===== src/rtl/bsg_burst_sequencer_pkg.sv =====
// +----------------------------------------------------------------------+
// | bsg_burst_sequencer_pkg                                              |
// | Shared types for the burst sequencer: FSM state and request layout.  |
// | Revision: 1.0                                                        |
// +----------------------------------------------------------------------+
`default_nettype none

package bsg_burst_sequencer_pkg;

  typedef enum logic [0:0] {
    IDLE  = 1'b0,
    BURST = 1'b1
  } state_e;

  localparam int c_REQ_ADDR_WIDTH = 32;
  localparam int c_REQ_LEN_WIDTH  = 8;

  // Request as seen on the upstream side at the default widths.
  typedef struct packed {
    logic [c_REQ_ADDR_WIDTH-1:0] addr;
    logic [c_REQ_LEN_WIDTH-1:0]  len;
  } req_s;

endpackage

`default_nettype wire


===== src/rtl/bsg_counter_set_en.sv =====
// +----------------------------------------------------------------------+
// | bsg_counter_set_en                                                   |
// | Up-counter with synchronous load (priority) and count enable.        |
// | Revision: 1.0                                                        |
// +----------------------------------------------------------------------+
`default_nettype none

module bsg_counter_set_en #(
  parameter int width_p = 8
) (
  input  logic               clk_i,
  input  logic               reset_n_i,
  input  logic               set_i,
  input  logic               en_i,
  input  logic [width_p-1:0] val_i,
  output logic [width_p-1:0] count_o
);

  logic [width_p-1:0] r_count;

  always_ff @(posedge clk_i or negedge reset_n_i) begin
    if (!reset_n_i) begin
      r_count <= '0;
    end else if (set_i) begin
      r_count <= val_i;
    end else if (en_i) begin
      r_count <= r_count + width_p'(1);
    end
  end

  assign count_o = r_count;

endmodule

`default_nettype wire


===== src/rtl/bsg_burst_sequencer.sv =====
// +----------------------------------------------------------------------+
// | bsg_burst_sequencer                                                  |
// | Expands (base, len) requests into a stream of beat addresses.        |
// | Optional abort input enabled by BSG_BURST_SEQUENCER_ABORT_EN.        |
// | Revision: 1.0                                                        |
// +----------------------------------------------------------------------+
`default_nettype none

module bsg_burst_sequencer
  import bsg_burst_sequencer_pkg::*;
#(
  parameter int addr_width_p = 32,
  parameter int len_width_p  = 8,
  parameter int stride_p     = 1
) (
  input  logic                    clk_i,
  input  logic                    reset_n_i,
  input  logic                    v_i,
  output logic                    ready_o,
  input  logic [addr_width_p-1:0] addr_i,
  input  logic [len_width_p-1:0]  len_i,
`ifdef BSG_BURST_SEQUENCER_ABORT_EN
  input  logic                    abort_i,
`endif
  output logic                    v_o,
  input  logic                    yumi_i,
  output logic [addr_width_p-1:0] addr_o,
  output logic [len_width_p-1:0]  beat_o,
  output logic                    last_o,
  output logic                    busy_o
);

  localparam logic [addr_width_p-1:0] c_STRIDE = addr_width_p'(stride_p);

  state_e                  r_state;
  state_e                  w_state_next;
  logic [addr_width_p-1:0] r_addr;
  logic [len_width_p-1:0]  r_len;
  logic [len_width_p-1:0]  w_beat;
  logic                    w_last;
  logic                    w_abort;
  logic                    w_accept;
  logic                    w_consume;
  logic                    w_advance;

`ifdef BSG_BURST_SEQUENCER_ABORT_EN
  assign w_abort = abort_i & (r_state == BURST);
`else
  assign w_abort = 1'b0;
`endif

  assign w_last    = (r_state == BURST) & (w_beat == r_len);
  assign w_accept  = v_i & ready_o;
  assign w_consume = v_o & yumi_i;
  // Only non-final beats step the counter, so an all-ones length never wraps.
  assign w_advance = w_consume & ~w_last & ~w_abort;

  always_ff @(posedge clk_i or negedge reset_n_i) begin
    if (!reset_n_i) begin
      r_state <= IDLE;
    end else begin
      r_state <= w_state_next;
    end
  end

  always_comb begin
    w_state_next = r_state;
    case (r_state)
      IDLE: begin
        if (w_accept) w_state_next = BURST;
      end
      BURST: begin
        if (w_abort) begin
          w_state_next = IDLE;
        end else if (w_consume && w_last) begin
          w_state_next = w_accept ? BURST : IDLE;
        end
      end
      default: w_state_next = IDLE;
    endcase
  end

  // Ready in BURST is taken combinationally from yumi so chained bursts have no bubble.
  always_comb begin
    ready_o = 1'b0;
    v_o     = 1'b0;
    busy_o  = 1'b0;
    case (r_state)
      IDLE: begin
        ready_o = 1'b1;
      end
      BURST: begin
        v_o     = 1'b1;
        busy_o  = 1'b1;
        ready_o = w_last & yumi_i & ~w_abort;
      end
      default: begin
        ready_o = 1'b0;
      end
    endcase
  end

  always_ff @(posedge clk_i or negedge reset_n_i) begin
    if (!reset_n_i) begin
      r_addr <= '0;
      r_len  <= '0;
    end else if (w_accept) begin
      r_addr <= addr_i;
      r_len  <= len_i;
    end else if (w_advance) begin
      r_addr <= r_addr + c_STRIDE;
    end
  end

  bsg_counter_set_en #(
    .width_p (len_width_p)
  ) u_beat_cnt (
    .clk_i     (clk_i),
    .reset_n_i (reset_n_i),
    .set_i     (w_accept),
    .en_i      (w_advance),
    .val_i     ({len_width_p{1'b0}}),
    .count_o   (w_beat)
  );

  assign addr_o = r_addr;
  assign beat_o = w_beat;
  assign last_o = w_last;

endmodule

`default_nettype wire

===== config.mk =====
export PLATFORM = sky130hd
export DESIGN_NAME = bsg_burst_sequencer
export DESIGN_NICKNAME = d
export VERILOG_FILES = /design/src/rtl/bsg_burst_sequencer_pkg.sv /design/src/rtl/bsg_counter_set_en.sv /design/src/rtl/bsg_burst_sequencer.sv
export SDC_FILE = /design/constraint.sdc
export NUM_CORES = 1
export LEC_CHECK = 0
export CORE_ASPECT_RATIO = 1.1
export CORE_MARGIN = 5
export CORE_UTILIZATION = 50
export DETAILED_ROUTE_END_ITERATION = 10
export PLACE_DENSITY = 0.84
export SLEW_MARGIN = 20
export SYNTH_ARGS = -nofsm -noshare
export SYNTH_HDL_FRONTEND = slang
export SYNTH_HIERARCHICAL = 1
export SYNTH_SLANG_ARGS = --single-unit

===== constraint.sdc =====
create_clock -name clk_i -period 7.35 [get_ports clk_i]
set_clock_uncertainty 0.1 [all_clocks]
set_input_delay 0.735 -clock clk_i [delete_from_list [all_inputs] [get_ports clk_i]]
set_output_delay 0.735 -clock clk_i [all_outputs]
set_load 0.02 [all_outputs]

==> impl_metrics.csv, run 1 <==
group,metric,value,unit
worst_setup_path,critPathRequiredTime,6.51,ns
final_layout,layout.cells.non_filler,515,
cts,ctsHoldBuffers,0,
worst_setup_path,r2r_slack,4.58,ns
pwr,leakage,1.62,nW
timing,min_period_over_period,44.1,%
timing,final_hold_viol_count,0,
final_layout,finish.instance_area,4040,um^2
timing,slew_viol_final,0,
worst_setup_path,r2r_start,"u_beat_cnt/count_o[2]",
grt,antenna_found_initial,0,
synthesis,synthTopCellsByArea,"dfrtp_1, nand2_1, mux2i_1, nand3_1, o21ai_0",
worst_setup_path,startpoint_type,"input port",
place,place_ws,4.12,ns
worst_setup_path,slowest_delay,0.69,ns
synthesis,synth_edf_count,0,
grt,grt_usage,21.5,%
routing,routedWlPerCell,15.8,um
die,dieArea,7730,um^2
die,die_w,84.3,um
cts,cts_sinks,49,
synthesis,yosysMostFrequentCell,"nand2_1",
timing,worst_slack,4.11,ns
pwr,powerDensity,310,nW/um^2
synthesis,yosysTopAreaCellShare,40.4,%
timing,tns,0,ns
timing,holdWs,0.335,ns
place,dpl_cell_area,3950,um^2
timing,setup_viol,0,
place,hpwlAfterDp,5780,um
die,num_rows,29,
routing,ant_nets,0,
synthesis,synthDistinctLibCells,52,
place,portBuffers,87,
die,die_h,91.7,um
final_layout,final_layout_size_suffix_gt1_share,5.71,%
timing,rsz0062_at_grt,"false",
final_layout,final_nets,483,
synthesis,synth_top_flop_cell,"dfrtp_1",
final_layout,fillCellCount,470,
flow_run,drv_cap,0,
synthesis,netlist_area,3030,um^2
grt,grt_pass1_wl,13800,um
grt,grt_start_max_net_pins,50,
worst_setup_path,slowest_stage,"clkdlybuf4s50_1",
timing,worst_pin_slew,0.726,ns
cts,numCtsBuffers,5,
timing,slew_headroom,51.5,%
synthesis,ys_ff_latch,49,
routing,drt_iter0_drc,164,
die,io_pins,88,
routing,viasPerCell,5.71,
cts,cts_resized,0,
final_layout,final_util,69.2,%
place,place_congestion,0.766,
worst_setup_path,r2r-end,"u_beat_cnt/count_o[6]",
worst_hold_path,hold_class,"in2async",
cts,clk-insertion-delay-late,0.31,ns
routing,vias,2943,
cts,cts_tree,"built",
cts,post_cts_buffers,0,
pwr,peakVddDrop,0.000197,V
synthesis,syn_avg_cell_area,8.67,um^2
timing,period_minus_slack,3.24,ns
synthesis,yosysSeqAreaShare,40.4,%
synthesis,synth_top_area_cell,"dfrtp_1",
final_layout,antenna_cells_inserted,0,
cts,clkTransAtPathRegs,0.10,ns
worst_setup_path,path_common_cell,"clkdlybuf4s50_1",
worst_setup_path,cp_top_family,"buffers and inverters",
synthesis,yosys_warnings,6,
worst_setup_path,crit_fanout,4,
worst_setup_path,worstPathCellList,"clkdlybuf4s50_1 > inv_1 > o31ai_1 > clkdlybuf4s50_1",
die,initial_core_util,51.9,%
worst_setup_path,r2r.worst_path.cells,7,
pwr,finalPower,1.25,mW
routing,first_pass_iters,4,
grt,grt.overflow.total,0,
synthesis,async_flop_share,100,%
cts,clockBufferDepth,2,
die,core_area,5840,um^2
timing,fmax,0.309,GHz
worst_setup_path,path_class,"in2out",
status,status,"finished, final reports clean",
worst_setup_path,crit_buf_inv,3,
cts,cts_root_buf,"clkbuf_8",
place,place_inst,507,
worst_setup_path,arrival,2.40,ns
routing,drc,0,
grt,first_global_vias,2969,
cts,h-tree-depth,2,
worst_setup_path,cp-end-kind,"output port",
final_layout,syn_to_final_growth,33.3,%
routing,drt_wl_total,8160,um
synthesis,syn_inst,350,
synthesis,synth_common_cells,"nand2_1, dfrtp_1, nand3_1, inv_1",
## cell usage in the layout, fill, tap and decap left out, types with 3 or more instances in the layout
cell,netlist,layout
o32ai_1,3,3
o211ai_1,6,6
xnor2_1,10,10
nand2_1,62,62
xor2_1,5,5
or3_1,8,8
o32a_1,4,4
inv_1,22,22
dfrtp_1,49,49
and3_1,4,4
mux2i_1,16,16
or4_1,9,9
a21oi_1,6,6
nand3_1,24,24
nor2b_1,4,4
a32oi_1,5,5
nor2_1,20,20
clkdlybuf4s50_1,0,86
o31ai_1,5,5
nand4_1,13,13
a31oi_1,6,6
conb_1,1,8
o21ai_0,20,20
clkbuf_8,0,5
## sequential cells by signal, indices dropped and copies added, names as in the netlist
| signal | flops |
|---|---|
| addr_o | 32 |
| r_len | 8 |
| r_state | 1 |
| u_beat_cnt/count_o | 8 |
## power breakdown
group / switching [mW] / internal, mW
Combinational: 0.287 / 0.283
Sequential: 0.150 / 0.372
Clock: 0.0946 / 0.0659
Total: 0.532 / 0.721
## layer usage
metal | vias up | track usage [%] | routed length, um
li1 | 1428 | - | -
met1 | 1384 | 26.3 | 3320
met2 | 110 | 37.6 | 4130
met3 | 21 | 3.85 | 535
met4 | 0 | 8.04 | 182
met5 | - | 0 | 0
## area by class of cell
| type | instances | area, um^2 | area share, % |
|---|---|---|---|
| clock buffer | 5 | 68.8 | 1.70 |
| multi-input combinational | 269 | 1670 | 41.2 |
| tap | 77 | 96.3 | 2.38 |
| inverter | 24 | 90.1 | 2.23 |
| clock inverter | 3 | 17.5 | 0.433 |
| sequential | 49 | 1230 | 30.3 |
| timing repair buffer | 88 | 876 | 21.7 |
## how the worst max path moves through the flow
stage / from / end / slack (ns) / cells past startpoint
2_1_floorplan: u_beat_cnt/count_o[2] / u_beat_cnt/count_o[5] / 4.91 / 9
3_3_place_gp: yumi_i / ready_o / 4.12 / 4
3_5_place_dp: yumi_i / ready_o / 4.12 / 4
4_1_cts: yumi_i / ready_o / 4.10 / 4
5_1_grt: u_beat_cnt/count_o[2] / ready_o / 4.00 / 4
6_report: yumi_i / ready_o / 4.11 / 4
## cell families (layout without fill, tap and decap cells)
group                    after synthesis  after routing  synth area share, %
buffers and inverters                 39            120                 5.49
multiplexers                          16             16                 5.28
AND/OR/NAND/NOR                      160            160                 27.9
adder cells (fa/ha/maj)                2              2                0.825
AO/OA/AOI/OAI                         68             68                 15.6
XOR/XNOR                              15             15                 4.33
flip-flops                            49             49                 40.4
other                                  1              8                0.124
Power figures use the tool's default switching activity.
==> run 2, diff against run 1 <==
--- a/config.mk
+++ b/config.mk
@@ -7,9 +7,9 @@
 export LEC_CHECK = 0
 export CORE_ASPECT_RATIO = 1.1
 export CORE_MARGIN = 5
-export CORE_UTILIZATION = 50
+export CORE_UTILIZATION = 43
 export DETAILED_ROUTE_END_ITERATION = 10
-export PLACE_DENSITY = 0.84
+export PLACE_DENSITY = 0.76
 export SLEW_MARGIN = 20
 export SYNTH_ARGS = -nofsm -noshare
 export SYNTH_HDL_FRONTEND = slang
==> constraint.sdc (replaced) <==
create_clock -name clk_i -period 2.9 [get_ports clk_i]
set_clock_uncertainty 0.1 [all_clocks]
set_input_delay 0.29 -clock clk_i [delete_from_list [all_inputs] [get_ports clk_i]]
set_output_delay 0.29 -clock clk_i [all_outputs]
set_load 0.02 [all_outputs]
==> run 2 against run 1 <==
  * First-iteration DRC count fell by 1.2%
  * Register-to-register slack got worse by 4.2 ns
  * Critical path depth did not move
  * Flip-flop and latch count did not move
  * Non-clock buffer count rose by 9
  * Global-route usage fell by 2.1 points
  * Largest cell class unchanged
==> impl_metrics.csv, run 2 (synthesis gave the netlist of run 1 again) <==
group,metric,value,unit
status,status,"finished, final reports clean",
worst_setup_path,arrival,2.35,ns
worst_setup_path,critPathCapture,"ready_o",
timing,worst_slack,0.161,ns
cts,clk-insertion-delay-late,0.30,ns
pwr,powerDensity,775,nW/um^2
grt,grtUsageMet1,23.8,%
worst_setup_path,cp-end-kind,"output port",
cts,cts_tree,"built",
worst_setup_path,worstPathCellList,"xnor2_1 > nand4_1 > o31ai_1 > clkdlybuf4s50_1",
routing,viasPerCell,5.57,
place,place_ws,0.421,ns
timing,slew_viol_final,0,
pwr,leakage,1.67,nW
cts,numCtsBuffers,5,
worst_setup_path,r2r-end,"addr_o[7]",
worst_setup_path,path_class,"reg2out",
routing,drc,0,
die,die_w,90.1,um
worst_setup_path,cp.depth,4,
worst_hold_path,hold_class,"in2async",
routing,routedWlPerCell,16.1,um
grt,use_met3,2.77,%
worst_setup_path,startpoint_type,"flop",
die,initial_core_util,43.8,%
timing,slew_headroom,39.2,%
place,hpwlAfterDp,6310,um
worst_setup_path,crit_buf_inv,1,
routing,ant_nets,0,
pwr,peakVddDrop,0.000548,V
worst_setup_path,r2r.worst_path.cells,7,
routing,drt_iter0_drc,162,
routing,vias,2957,
timing,tns,0,ns
final_layout,syn_to_final_growth,35.7,%
die,core_area,6930,um^2
die,io_pins,88,
worst_setup_path,slowest_delay,0.70,ns
cts,cts_sinks,49,
worst_setup_path,cp-startpoint,"u_beat_cnt/count_o[1]",
die,num_rows,32,
worst_setup_path,slowest_stage,"clkdlybuf4s50_1",
cts,cts_root_buf,"clkbuf_8",
flow_run,drv_cap,0,
grt,top_usage_layer,"met2",
timing,holdWs,0.00215,ns
final_layout,mostFrequentLayoutCells,"clkdlybuf4s50_1, nand2_1, dfrtp_1",
final_layout,largest_reg_flops,32,
cts,clkTransAtPathRegs,0.09,ns
timing,rsz0062_at_grt,"false",
cts,ctsHoldBuffers,0,
timing,final_hold_viol_count,0,
timing,worst_pin_slew,0.912,ns
die,die_h,98.1,um
worst_setup_path,crit_fanout,5,
grt,grt.overflow.total,0,
timing,fmax,0.365,GHz
grt,antenna_found_initial,0,
grt,grt_util_met2,35.4,%
worst_setup_path,r2r_start,"u_beat_cnt/count_o[1]",
worst_setup_path,r2r_slack,0.43,ns
final_layout,final_nets,492,
cts,cts_resized,0,
place,portBuffers,87,
timing,period_minus_slack,2.74,ns
routing,first_pass_iters,4,
final_layout,antenna_cells_inserted,0,
worst_setup_path,critPathRequiredTime,2.51,ns
grt,grt_usage,19.4,%
die,dieArea,8840,um^2
grt,first_global_vias,2972,
cts,h-tree-depth,2,
timing,min_period_over_period,94.5,%
timing,setup_viol,0,
grt,grt_start_max_net_pins,39,
cts,post_cts_buffers,0,
place,place_congestion,0.820,
cts,clockBufferDepth,2,
final_layout,final_common_cell,"clkdlybuf4s50_1",
grt,grt_pass1_wl,14500,um
routing,drt_wl_total,8530,um
final_layout,final_layout_size_suffix_gt1_share,7.17,%
worst_setup_path,cp_top_family,"buffers and inverters",
==> run 2: worst min-delay path by stage <==
| stage | from | to | slack [ns] | depth (start not counted) |
|---|---|---|---|---|
| 6_report | reset_n_i | addr_o[8] | 0.002 | 1 |
| 2_1_floorplan | reset_n_i | addr_o[0] | -0.11 | 0 |
| 3_5_place_dp | reset_n_i | addr_o[6] | 0.36 | 1 |
| 3_3_place_gp | reset_n_i | addr_o[6] | 0.35 | 1 |
| 4_1_cts | reset_n_i | addr_o[6] | 0.03 | 1 |
| 5_1_grt | reset_n_i | addr_o[6] | 0.08 | 1 |
==> run 2: power by group <==
| group | switching [mW] | internal [mW] |
|---|---|---|
| Sequential | 0.374 | 0.943 |
| Clock | 0.231 | 0.190 |
| Combinational | 0.733 | 0.721 |
==> run 2: cell type report <==
type | count | area, um^2
Sequential cell | 49 | 1230
Tap cell | 85 | 106
Multi-Input combinational cell | 269 | 1670
Inverter | 24 | 90.1
Clock buffer | 7 | 86.3
Timing Repair Buffer | 97 | 941
Fill cell | 637 | 2810
==> run 2: per-layer routing <==
| metal | share of wire (%) | routed length (um) | vias to the layer above |
|---|---|---|---|
| li1 | - | - | 1450 |
| met1 | 43 | 3710 | 1429 |
| met2 | 52 | 4400 | 70 |
| met3 | 3.7 | 313 | 8 |
| met4 | 1.3 | 114 | 0 |
| met5 | 0 | 0 | - |
==> run 2: per-stage QoR <==
stage          util (%)  std cells  power (mW)  cell area [um^2]
2_1_floorplan         -        357        2.09              3060
3_3_place_gp       58.2        524        2.75              4030
3_5_place_dp       58.2        524        2.79              4030
4_1_cts            59.4        531        3.21              4120
5_1_grt            59.4        531        3.41              4120
6_report           59.4        531        3.19              4120
